## src/rtl/multdiv_pkg.sv

```systemverilog
// Shared definitions for the iterative multiply/divide unit:
// state encodings, iteration count and the decode opcodes.
package multdiv_pkg;

   localparam int WIDTH = 32;
   localparam int CNT_W = 6;
   localparam int ITER  = 32;

   localparam logic [4:0] OP_MUL = 5'b00110;
   localparam logic [4:0] OP_DIV = 5'b00111;

   typedef enum logic [1:0] {
      S_IDLE,
      S_MUL_RUN,
      S_DIV_RUN,
      S_DONE
   } md_state_t;

endpackage

```

## src/rtl/md_addsub.sv

```systemverilog
// Shared add/subtract used by both the Booth step and the
// restoring-divide step; subtract is b inverted plus carry-in.
module md_addsub
   import multdiv_pkg::*;
#(
   parameter int W = WIDTH + 1
) (
   input  logic [W-1:0] a,
   input  logic [W-1:0] b,
   input  logic         sub,
   input  logic         cin,
   output logic [W-1:0] sum
);

   assign sum = a + (b ^ {W{sub}}) + {{(W-1){1'b0}}, cin};

endmodule

```

## src/rtl/multdiv.sv

```systemverilog
// Iterative signed multiply (radix-2 Booth) and restoring divide
// sharing one adder; fixed 33-cycle latency, restartable any time.
module multdiv
   import multdiv_pkg::*;
#(
   parameter int WIDTH_P = WIDTH,
   parameter int CNT_W_P = CNT_W
) (
   input  logic               clock,
   input  logic               ctrl_reset,
   input  logic [WIDTH_P-1:0] data_operandA,
   input  logic [WIDTH_P-1:0] data_operandB,
   input  logic               ctrl_MULT,
   input  logic               ctrl_DIV,
   output logic [WIDTH_P-1:0] data_result,
   output logic               data_exception,
   output logic               data_resultRDY
);

   localparam logic [CNT_W_P-1:0] LAST = CNT_W_P'(ITER - 1);

   md_state_t          state;
   logic [CNT_W_P-1:0] cnt;
   // hi: Booth high word or divide remainder
   // lo: Booth low word or divide quotient
   logic [WIDTH_P-1:0] hi;
   logic [WIDTH_P-1:0] lo;
   logic               q1;
   logic [WIDTH_P:0]   opnd;
   logic               neg_q;
   logic               dz;
   logic               ovf;

   logic               start;
   logic [WIDTH_P-1:0] a_mag;
   logic [WIDTH_P-1:0] b_mag;
   logic [1:0]         booth;

   logic [WIDTH_P:0]   add_a;
   logic [WIDTH_P:0]   add_b;
   logic               add_sub;
   logic [WIDTH_P:0]   sum;

   logic [WIDTH_P-1:0] hi_n;
   logic [WIDTH_P-1:0] lo_n;
   logic               q1_n;
   logic [WIDTH_P-1:0] fin_res;
   logic               fin_exc;

   assign start = ctrl_MULT | ctrl_DIV;
   assign booth = {lo[0], q1};

   // 2^31 stays correct as an unsigned 32-bit magnitude
   assign a_mag = data_operandA[WIDTH_P-1] ?
                  -data_operandA : data_operandA;
   assign b_mag = data_operandB[WIDTH_P-1] ?
                  -data_operandB : data_operandB;

   // Steer the shared adder: trial subtract or Booth add/sub
   always_comb begin
      add_a   = {hi[WIDTH_P-1], hi};
      add_b   = '0;
      add_sub = 1'b0;
      if (state == S_DIV_RUN) begin
         add_a   = {hi, lo[WIDTH_P-1]};
         add_b   = opnd;
         add_sub = 1'b1;
      end else begin
         unique case (booth)
            2'b01: add_b = opnd;
            2'b10: begin
               add_b   = opnd;
               add_sub = 1'b1;
            end
            default: add_b = '0;
         endcase
      end
   end

   md_addsub #(.W(WIDTH_P + 1)) u_addsub (
      .a   (add_a),
      .b   (add_b),
      .sub (add_sub),
      .cin (add_sub),
      .sum (sum)
   );

   // Next iteration state: Booth shift keeps the 33-bit sign,
   // divide restores when the trial difference goes negative
   always_comb begin
      hi_n = sum[WIDTH_P:1];
      lo_n = {sum[0], lo[WIDTH_P-1:1]};
      q1_n = lo[0];
      if (state == S_DIV_RUN) begin
         hi_n = sum[WIDTH_P] ? add_a[WIDTH_P-1:0] :
                               sum[WIDTH_P-1:0];
         lo_n = {lo[WIDTH_P-2:0], ~sum[WIDTH_P]};
         q1_n = 1'b0;
      end
   end

   // Final result formed from the last iteration's values
   always_comb begin
      fin_res = lo_n;
      fin_exc = (hi_n != {WIDTH_P{lo_n[WIDTH_P-1]}});
      if (state == S_DIV_RUN) begin
         if (dz) begin
            fin_res = '0;
            fin_exc = 1'b1;
         end else begin
            fin_res = neg_q ? -lo_n : lo_n;
            fin_exc = ovf;
         end
      end
   end

   // Control FSM and datapath registers
   always_ff @(posedge clock) begin
      if (ctrl_reset) begin
         state          <= S_IDLE;
         cnt            <= '0;
         hi             <= '0;
         lo             <= '0;
         q1             <= 1'b0;
         opnd           <= '0;
         neg_q          <= 1'b0;
         dz             <= 1'b0;
         ovf            <= 1'b0;
         data_result    <= '0;
         data_exception <= 1'b0;
         data_resultRDY <= 1'b0;
      end else if (start) begin
         cnt            <= '0;
         hi             <= '0;
         q1             <= 1'b0;
         data_resultRDY <= 1'b0;
         if (ctrl_MULT) begin
            state <= S_MUL_RUN;
            lo    <= data_operandB;
            opnd  <= {data_operandA[WIDTH_P-1], data_operandA};
         end else begin
            state <= S_DIV_RUN;
            lo    <= a_mag;
            opnd  <= {1'b0, b_mag};
            neg_q <= data_operandA[WIDTH_P-1] ^
                     data_operandB[WIDTH_P-1];
            dz    <= (data_operandB == '0);
            ovf   <= (data_operandA == {1'b1, {(WIDTH_P-1){1'b0}}})
                  && (data_operandB == {WIDTH_P{1'b1}});
         end
      end else begin
         data_resultRDY <= 1'b0;
         unique case (state)
            S_MUL_RUN, S_DIV_RUN: begin
               hi  <= hi_n;
               lo  <= lo_n;
               q1  <= q1_n;
               cnt <= cnt + 1'b1;
               if (cnt == LAST) begin
                  state          <= S_DONE;
                  cnt            <= '0;
                  data_result    <= fin_res;
                  data_exception <= fin_exc;
                  data_resultRDY <= 1'b1;
               end
            end
            S_DONE:  state <= S_IDLE;
            default: state <= S_IDLE;
         endcase
      end
   end

endmodule

```

## config.mk

```make
export PLATFORM = sky130hd
export DESIGN_NAME = multdiv
export DESIGN_NICKNAME = d
export VERILOG_FILES = /design/src/rtl/multdiv_pkg.sv /design/src/rtl/md_addsub.sv /design/src/rtl/multdiv.sv
export SDC_FILE = /design/constraint.sdc
export NUM_CORES = 1
export LEC_CHECK = 0
export BUFFER_PORTS_ARGS = -buffer_cell sky130_fd_sc_hd__buf_2
export CAP_MARGIN = 40
export CORE_UTILIZATION = 35
export CTS_BUF_LIST = sky130_fd_sc_hd__clkbuf_8
export CTS_CLUSTER_DIAMETER = 150
export DETAILED_ROUTE_END_ITERATION = 6
export PLACE_DENSITY = 0.57
export SYNTH_ARGS = -nofsm -noshare
export SYNTH_HDL_FRONTEND = slang
export SYNTH_SLANG_ARGS = --single-unit
```

## constraint.sdc

```tcl
create_clock -name clock -period 11.9 [get_ports clock]
set_input_delay 0.595 -clock clock [delete_from_list [all_inputs] [get_ports clock]]
set_output_delay 0.595 -clock clock [all_outputs]
set_load 0.03 [all_outputs]
```

==> impl_metrics.xml <==
<?xml version="1.0" encoding="UTF-8"?>
<metrics>
  <group name="grt">
    <metric name="globalRoute.totalOverflow" unit="">0</metric>
    <metric name="number_of_antenna_violations_at_the_first_check_in_global_routing" unit="">2</metric>
    <metric name="grt_first_pass_wirelength" unit="mm">65.5</metric>
    <metric name="track_usage" unit="%">23.3</metric>
    <metric name="grt_start_max_net_pins" unit="">98</metric>
    <metric name="number_of_global_route_vias_before_repair" unit="">11600</metric>
  </group>
  <group name="clock_network">
    <metric name="clock_latency" unit="ns">0.48</metric>
    <metric name="postCtsSetupBuffers" unit="">0</metric>
    <metric name="cts.htree.levels" unit="">4</metric>
    <metric name="root_buffer_master" unit="">sky130_fd_sc_hd__clkbuf_8</metric>
    <metric name="buffer_depth_of_the_longest_clock_path" unit="">2</metric>
    <metric name="clock_sinks" unit="">143</metric>
    <metric name="cts.hold.buffers_added" unit="">0</metric>
    <metric name="tritoncts.num_buffers" unit="">17</metric>
    <metric name="tritoncts" unit="">built</metric>
    <metric name="cts_resized" unit="">0</metric>
    <metric name="clkSlewWorstSetupHoldPaths" unit="ns">0.10</metric>
  </group>
  <group name="placement">
    <metric name="detailed_place_hpwl" unit="mm">31.6</metric>
    <metric name="final_weighted_congestion_in_routability_driven_placement" unit="">0.938</metric>
    <metric name="buffer_ports.inserted" unit="">101</metric>
  </group>
  <group name="floorplanning">
    <metric name="core" unit="um2">34500</metric>
    <metric name="dieArea" unit="um2">35600</metric>
    <metric name="die_x_extent" unit="um">189</metric>
    <metric name="initial_core_util" unit="%">35.4</metric>
    <metric name="top_level_ports" unit="">102</metric>
    <metric name="chipHeight" unit="um">189</metric>
    <metric name="rows" unit="">68</metric>
  </group>
  <group name="logic_synthesis">
    <metric name="synth_enable_flop_cells" unit="">0</metric>
    <metric name="netlist_area" unit="um2">12200</metric>
    <metric name="syn-mean-instance-area" unit="um2">7.32</metric>
    <metric name="synth-seq-cells" unit="">143</metric>
    <metric name="seq_area_frac_synth" unit="%">23.4</metric>
    <metric name="yosysWarningCount" unit="">0</metric>
    <metric name="post-synth-top-area-cell" unit="">sky130_fd_sc_hd__dfxtp_1</metric>
    <metric name="synth_top_area_share" unit="%">23.4</metric>
    <metric name="synth-async-reset-ratio" unit="%">0</metric>
    <metric name="synthesis.nets" unit="">1775</metric>
    <metric name="syn-instance-count" unit="">1667</metric>
    <metric name="largest_cells_by_area_after_synthesis" unit="">sky130_fd_sc_hd__dfxtp_1 23%, sky130_fd_sc_hd__nor2_1 7.9%, sky130_fd_sc_hd__xor2_1 7.7%, sky130_fd_sc_hd__a21oi_1 6.1%, sky130_fd_sc_hd__nand2_1 5.0%</metric>
    <metric name="synth_commonest_cells" unit="">256 x sky130_fd_sc_hd__nor2_1, 161 x sky130_fd_sc_hd__nand2_1, 150 x sky130_fd_sc_hd__a21oi_1</metric>
    <metric name="yosys.cell_count.top_type" unit="">sky130_fd_sc_hd__nor2_1</metric>
    <metric name="synthDistinctLibCells" unit="">98</metric>
    <metric name="postSynth.topFlopCell" unit="">sky130_fd_sc_hd__dfxtp_1</metric>
  </group>
  <group name="worst_setup_path">
    <metric name="r2r_setup_slack" unit="ns">5.19</metric>
    <metric name="critPathBufInv" unit="">4</metric>
    <metric name="timing.critical_path.max_delay_family" unit="">simple AND/OR/NAND/NOR gates</metric>
    <metric name="path_cells" unit="">inv_1 &gt; ha_4 &gt; buf_4 &gt; inv_1 &gt; a21o_1 &gt; ha_1 &gt; nand4_4 &gt; nor3_2 &gt; nand2_1 &gt; o41ai_4 &gt; o21ai_0 &gt; buf_4 &gt; a31oi_4 &gt; ha_1 &gt; nand4b_1 &gt; nor3_1 &gt; nand2_1 &gt; o311ai_0 &gt; xor2_1 &gt; a22oi_1 &gt; nor2_1</metric>
    <metric name="crit_path_end_kind" unit="">register</metric>
    <metric name="timing.setup.critical_path_class" unit="">reg2reg</metric>
    <metric name="worst-endpoint-required" unit="ns">12.25</metric>
    <metric name="timing.critical_path.fanout_max" unit="">62</metric>
    <metric name="critical-path-slowest-cell" unit="">sky130_fd_sc_hd__nor3_1</metric>
    <metric name="arrival" unit="ns">7.06</metric>
    <metric name="max_stage_delay" unit="ns">0.66</metric>
    <metric name="critical_path.startpoint_type" unit="">register</metric>
  </group>
  <group name="job">
    <metric name="maxCapViolCount" unit="">0</metric>
  </group>
  <group name="sta">
    <metric name="final_hold_viol_count" unit="">0</metric>
    <metric name="fin_hold_ws" unit="ns">0.413</metric>
    <metric name="finalWorstPathRequiredPeriod" unit="ns">6.71</metric>
    <metric name="timing.fmax" unit="MHz">149</metric>
    <metric name="slew_headroom" unit="%">42.6</metric>
    <metric name="maxSlewViolCount" unit="">0</metric>
    <metric name="final.setup_skew" unit="ns">0.0216</metric>
    <metric name="setup_viol" unit="">0</metric>
    <metric name="totalNegativeSetupSlack" unit="ns">0</metric>
    <metric name="worst_slew_pin_slew" unit="ns">0.856</metric>
    <metric name="timing.final.crit_share" unit="%">56.4</metric>
    <metric name="rsz0062_at_grt" unit="">false</metric>
  </group>
  <group name="routing">
    <metric name="via_count" unit="">12500</metric>
    <metric name="number_of_antenna_violating_nets_in_the_routed_design" unit="">0</metric>
    <metric name="drt_iter0_markers" unit="">1008</metric>
    <metric name="wire_per_inst" unit="um">19.4</metric>
    <metric name="remaining_drc_errors" unit="">0</metric>
    <metric name="routed_wirelength" unit="mm">41.7</metric>
    <metric name="drt_pre_antenna_iters" unit="">5</metric>
    <metric name="viasPerCell" unit="">5.79</metric>
  </group>
  <group name="cells_and_area">
    <metric name="antenna_cells" unit="">0</metric>
    <metric name="layout_utilization" unit="%">38.7</metric>
    <metric name="fraction_of_layout_cells_with_a_size_suffix_above_1" unit="%">13.3</metric>
    <metric name="layout.nets" unit="">1789</metric>
    <metric name="syn2layout_area_growth" unit="%">9.20</metric>
  </group>
  <group name="hold_path">
    <metric name="min_path_type" unit="">in2reg</metric>
  </group>
  <group name="power">
    <metric name="leakagePower" unit="nW">5.06</metric>
    <metric name="cellPowerDensity" unit="nW/um2">101</metric>
    <metric name="ir_drop" unit="mV">0.0765</metric>
  </group>
  <group name="status">
    <metric name="outcome" unit="">finished, final reports clean</metric>
  </group>
</metrics>
## routing by layer
metal	GRT usage, %	up-vias	part of all wire [%]
met5	0	-	0.077
met4	8.10	4	2.9
met3	3.71	86	5.8
met2	38.3	415	47
met1	30.7	5894	44
li1	-	6054	-
## final timing paths
check,from,endpoint,cells after the start
max,state[0],data_result[24],21
max reg2reg,state[0],data_result[24],21
min,data_operandA[19],opnd[19],3
min reg2reg,data_result[17],data_result[17],2
## power breakdown
part           internal (mW)  switching, mW  total (mW)  leakage, nW
logic                  0.154          0.281       0.435         3.70
registers              0.498         0.0239       0.522         1.17
clock network          0.157          0.227       0.384        0.188
## metrics by stage
step           setup slack [ns]  instance area (um2)  std cells  total power [mW]
6_report                   5.19                13300       2149              1.34
5_1_grt                    4.51                13300       2149              1.42
4_1_cts                    5.27                13300       2149              1.35
3_5_place_dp               5.32                13000       2117             0.961
3_3_place_gp               5.45                12900       2113             0.954
2_1_floorplan              5.33                12200       1667             0.839
## kinds of logic (layout without fill, tap and decap cells)
group,after synthesis,in the layout,synth area share [%]
XOR/XNOR,148,148,10.6
adder cells (fa/ha/maj),40,40,4.16
AO/OA/AOI/OAI,478,478,26.0
buffers and inverters,153,180,5.16
AND/OR/NAND/NOR,634,634,24.4
flip-flops,143,143,23.4
multiplexers,71,71,6.16
## worst register-to-register path: cells and delay by family, from the launching register on
kind                       cells  cell delay (ns)
xor gates and xnor gates       1             0.12
and+or+nand+nor                7             1.80
AOI/OAI and AO/OA              6             1.73
buffers and inverters          4             1.44
adders and majority gates      3             1.17
DFF                            1             0.32
## layout make-up
cell class	instances	area, um2
fill	3710	21100
multi-input combinational	1371	8740
sequential	143	2860
timing repair buffer	116	673
tap	455	569
clock buffer	18	248
clock inverter	14	123
inverter	32	120
## cell usage in the layout (no fill, tap or decap), types with 20 or more instances in the layout
master / instances
sky130_fd_sc_hd__inv_1: 32
sky130_fd_sc_hd__nand3_1: 23
sky130_fd_sc_hd__xor2_1: 107
sky130_fd_sc_hd__mux2_2: 29
sky130_fd_sc_hd__xnor2_1: 41
sky130_fd_sc_hd__dfxtp_1: 143
sky130_fd_sc_hd__nor3_1: 55
sky130_fd_sc_hd__nor2_1: 255
sky130_fd_sc_hd__ha_1: 38
sky130_fd_sc_hd__buf_2: 98
sky130_fd_sc_hd__a221oi_1: 29
sky130_fd_sc_hd__o31ai_1: 22
sky130_fd_sc_hd__nand2_1: 161
sky130_fd_sc_hd__a211oi_1: 54
sky130_fd_sc_hd__o21ai_0: 83
sky130_fd_sc_hd__mux2i_1: 41
sky130_fd_sc_hd__a21oi_1: 150
sky130_fd_sc_hd__nand4_1: 20
## flip-flops by register name, summed over array words and instances (netlist names)
register,count
state,2
data_exception,1
data_result,32
cnt,6
opnd,33
ovf,1
lo,32
q1,1
neg_q,1
dz,1
data_resultRDY,1
hi,32
(Power assumes the default switching activity.)
